<file path="config.mk">
export PLATFORM = sky130hd
export DESIGN_NAME = cphy_lp_glitch_filter
export DESIGN_NICKNAME = d
export VERILOG_FILES = /design/src/rtl/cphy_lp_glitch_filter.sv
export SDC_FILE = /design/constraint.sdc
export NUM_CORES = 1
export LEC_CHECK = 0
export CORE_AREA = 2 2 39 41
export DETAILED_ROUTE_END_ITERATION = 6
export DIE_AREA = 0 0 41 43
export GPL_TIMING_DRIVEN = 0
export PLACE_DENSITY = 0.3
export SYNTH_ARGS = -nofsm -noshare
export SYNTH_HDL_FRONTEND = slang
export SYNTH_SLANG_ARGS = --single-unit
</file>
<file path="constraint.sdc">
create_clock -name clk_i -period 1.4 [get_ports clk_i]
set_input_delay 0.35 -clock clk_i [delete_from_list [all_inputs] [get_ports clk_i]]
set_output_delay 0.35 -clock clk_i [all_outputs]
set_load 0.03 [all_outputs]
</file>
<file path="src/rtl/cphy_lp_glitch_filter.sv">
// Per-wire LP glitch filter. The filtered level is held by the caller's output
// register (lvl_i). This block owns only the run counter and computes the next level.
module cphy_lp_glitch_filter #(
  parameter int unsigned LP_FILT_CYC = 3
) (
  input  logic clk_i,
  input  logic rst_i,
  input  logic load_i,   // LP entry edge: take raw directly, clear counter
  input  logic run_i,    // steady LP: apply filter rule
  input  logic raw_i,    // thresholded wire level this edge
  input  logic lvl_i,    // current filtered level (registered by caller)
  output logic lvl_d_o   // filtered level after this edge
);

  localparam int unsigned CntW = $clog2(LP_FILT_CYC + 1);

  logic [CntW-1:0] cnt_q, cnt_d;

  // Next level and counter. The counter is cleared whenever the filter is not running.
  always_comb begin
    cnt_d   = '0;
    lvl_d_o = 1'b0;
    if (load_i) begin
      lvl_d_o = raw_i;
    end else if (run_i) begin
      lvl_d_o = lvl_i;
      if (raw_i != lvl_i) begin
        if (cnt_q == CntW'(LP_FILT_CYC - 1)) begin
          lvl_d_o = raw_i;
        end else begin
          cnt_d = cnt_q + CntW'(1);
        end
      end
    end
  end

  // Counter register.
  always_ff @(posedge clk_i or posedge rst_i) begin
    if (rst_i) begin
      cnt_q <= '0;
    end else begin
      cnt_q <= cnt_d;
    end
  end

endmodule

</file>
==> flow_metrics.env, run 1 <==
export IMPL_run_status="complete, but fails checks"
export IMPL_violations="negative setup slack"
export IMPL_die_area_mm2=0.00176
export IMPL_start_util_pct=9.04
export IMPL_crit_end="lvl_d_o"
export IMPL_htreeDepth=1
export IMPL_crit_required_ns=1.05
export IMPL_tns_ns=-0.232
export IMPL_rows=14
export IMPL_peakVddDrop_mv=0.156
export IMPL_dr_pass1_iters=2
export IMPL_clock_path_buffers=2
export IMPL_wire_per_inst_um=7.76
export IMPL_syn_num_nets=17
export IMPL_core_area_mm2=0.00138
export IMPL_fill_cells=153
export IMPL_reg2reg_from="cnt_q[1]$_DFF_PP0_"
export IMPL_start_kind="register"
export IMPL_drive_above_1_share_pct=33.3
export IMPL_grt_ovfl_total=0
export IMPL_grt_max_degree=5
export IMPL_cpMaxStageDelayCell="dfrtp_1"
export IMPL_die_w_um=41
export IMPL_crit_path_start="cnt_q[1]$_DFF_PP0_"
export IMPL_cts_hold_buf=0
export IMPL_yosysUniqueCellTypes=10
export IMPL_p_clk_share_pct=57.5
export IMPL_crit_fanout=2
export IMPL_end_kind="primary output"
export IMPL_port_buffers=6
export IMPL_final_cells=37
export IMPL_cpLargestDelayFamily="flip-flops"
export IMPL_p_seq_share_pct=27.2
export IMPL_gp_congestion=0.584
export IMPL_dpl_hpwl_um=199
export IMPL_drc=0
export IMPL_worst_path_buf_inv=1
export IMPL_clk_pin_slew_ns=0.03
export IMPL_yosysSeqAreaShare_pct=40.0
export IMPL_worst_ep_arrival_time_ns=1.28
export IMPL_rsz0062_at_grt="yes"
export IMPL_dr_first_iter_drc_count=2
export IMPL_syn_avg_cell_area_um2=11.4
export IMPL_rr_worst_depth=2
export IMPL_largestRegisters="cnt_q (2)"
export IMPL_ant_nets=0
export IMPL_io_pins=7
export IMPL_worst_pin_slew_ns=0.210
export IMPL_die_height_um=43
export IMPL_slew_limit_headroom_pct=85.9
export IMPL_finalSetupViolCount=1
export IMPL_syn_area_um2=125
export IMPL_path_cells="nor2b_4, and3_1, a221o_1, buf_6"
export IMPL_layout_nets=29
export IMPL_drv_cap=0
export IMPL_fin_crit_ns=1.63
export IMPL_worstSetupPathType="reg2out"
export IMPL_clock_skew_ns=0.00339
export IMPL_crit_path_max_incr_delay_ns=0.37
export IMPL_cts_root_buf="clkbuf_4"
export IMPL_pwr_share_comb_pct=15.3
export IMPL_placed_cells=33
export IMPL_diodes=0
export IMPL_rrSetupSlack_ns=0.57
export IMPL_cts_buffers=3
export IMPL_worst_hold_path_type="in2async"
export IMPL_largest_reg_flops=2
export IMPL_area_growth_pct=85.0
export IMPL_fin_ws_ns=-0.232
export IMPL_cts_sinks=2
export IMPL_viasPerCell=3.41
export IMPL_groute_usage_overall_pct=5.21
export IMPL_p_total_uw=229
export IMPL_fin_crit_sh_pct=117
export IMPL_clock_latency_ns=0.23
export IMPL_power_leakage_uw=0.000107
export IMPL_rr_endpoint="cnt_q[1]$_DFF_PP0_"
export IMPL_drt_wl_total_um=287
export IMPL_ys_warn_count=0
export IMPL_p_sw_share_pct=23.9
export IMPL_drv_slew=0
export IMPL_cts_tree="built"
export IMPL_max_freq_mhz=613
export IMPL_regMostFlops="cnt_q"
export IMPL_antenna_found_initial=0
export IMPL_grt_pass1_wl_um=531
export IMPL_p_sw_uw=54.6
export IMPL_whs_ns=0.275
export IMPL_multi_input_area_um2=71.3
export IMPL_grt_pass1_vias=151
export IMPL_vias=126
export IMPL_regArea_um2=50.0
export IMPL_finalHoldViolations=0
export IMPL_p_int_uw=174
export IMPL_syn_inst=11
export IMPL_worst_path_stages=4
export IMPL_p_per_area_mw_per_mm2=988
export IMPL_ys_seq_elements=2
worst min path at each step:
stage / start / endpoint / slack, ns / depth (start not counted)
after floorplan: rst_i / cnt_q[0]$_DFF_PP0_ / 0.09 / 1
after global placement: cnt_q[1]$_DFF_PP0_ / cnt_q[1]$_DFF_PP0_ / 0.47 / 1
after detailed placement: cnt_q[1]$_DFF_PP0_ / cnt_q[1]$_DFF_PP0_ / 0.48 / 1
after CTS: rst_i / cnt_q[0]$_DFF_PP0_ / 0.27 / 2
after global routing: rst_i / cnt_q[0]$_DFF_PP0_ / 0.29 / 2
final: rst_i / cnt_q[0]$_DFF_PP0_ / 0.27 / 2
layout make-up:
cell class / count / area share, %
clock buffers: 3 / 9.73
multi-input cells: 8 / 30.8
flip-flops and latches: 2 / 21.6
well taps: 16 / 8.65
repair buffers: 7 / 27.6
inverters: 1 / 1.62
cell usage after synthesis (all sizes together):
library cell | instances | area share (%)
nor4 | 1 | 5.0
nor3b | 1 | 6.0
dfrtp | 2 | 40
inv | 1 | 3.0
nand2 | 1 | 3.0
xor2 | 1 | 7.0
a221o | 1 | 8.0
nor2b | 1 | 11
nor4b | 1 | 12
and3 | 1 | 5.0
worst register-to-register path: cells and delay by family, from the launching register on:
family                 cells  cell delay (ns)
buffers and inverters      1             0.14
flip-flops                 1             0.37
AND/OR/NAND/NOR            1             0.22
power by group through the flow:
| stage | clock network [uW] | registers [uW] | logic [uW] |
|---|---|---|---|
| 3_5_place_dp | 0 | 63.0 | 37.4 |
| 2_1_floorplan | 0 | 62.6 | 15.4 |
| 3_3_place_gp | 0 | 62.9 | 37.2 |
| 4_1_cts | 138 | 62.2 | 35.3 |
| 6_report | 131 | 62.2 | 35.0 |
| 5_1_grt | 141 | 62.6 | 38.4 |
per-layer routing:
| layer | global-route usage [%] | part of all wire [%] | vias up |
|---|---|---|---|
| met5 | 0 | 0 | - |
| met1 | 5.11 | 40 | 54 |
| met4 | 10.0 | 4.9 | 0 |
| met3 | 1.57 | 16 | 2 |
| met2 | 5.63 | 38 | 9 |
| li1 | - | - | 61 |
what timing repair did:
item,in CTS,in global routing
setup buffers,1,0
gates resized for setup,11,0
endpoints found under the setup margin,1,1
pin swaps,2,0
through the flow:
stage	utilization, %	setup slack [ns]	cell area (um^2)
CTS	16.7	-0.242	231
global route	16.7	-0.267	231
detailed placement	14.8	-0.818	205
finish	16.7	-0.232	231
global placement	14.8	-0.827	205
floorplan	-	0.000485	125
placed cells by master (no fill, tap or decap):
cell and instances:
a221o_1 1, and3_1 1, buf_4 1, buf_6 1, clkbuf_4 3, clkdlybuf4s50_1 1, dfrtp_1 2, dlygate4sd2_1 4
inv_1 1, nand2_1 1, nor2b_4 1, nor3b_1 1, nor4_1 1, nor4b_2 1, xor2_1 1
cell families (layout without fill, tap and decap cells):
logic type | count (synthesis) | count (layout) | share of synthesized area [%]
xor+xnor | 1 | 1 | 7.00
compound gates | 1 | 1 | 8.00
flops | 2 | 2 | 40.0
simple gates | 6 | 6 | 42.0
buf+inv | 1 | 11 | 3.00
Note: power is estimated with default switching activity, not from simulation.
==> run 2, diff against run 1 <==
--- a/config.mk
+++ b/config.mk
@@ -6,6 +6,7 @@
 export NUM_CORES = 1
 export LEC_CHECK = 0
 export CORE_AREA = 2 2 39 41
+export CTS_CLUSTER_SIZE = 40
 export DETAILED_ROUTE_END_ITERATION = 6
 export DIE_AREA = 0 0 41 43
 export GPL_TIMING_DRIVEN = 0
==> results of run 2 <==
No change in the layout: final DEF, timing and power equal those of run 1.
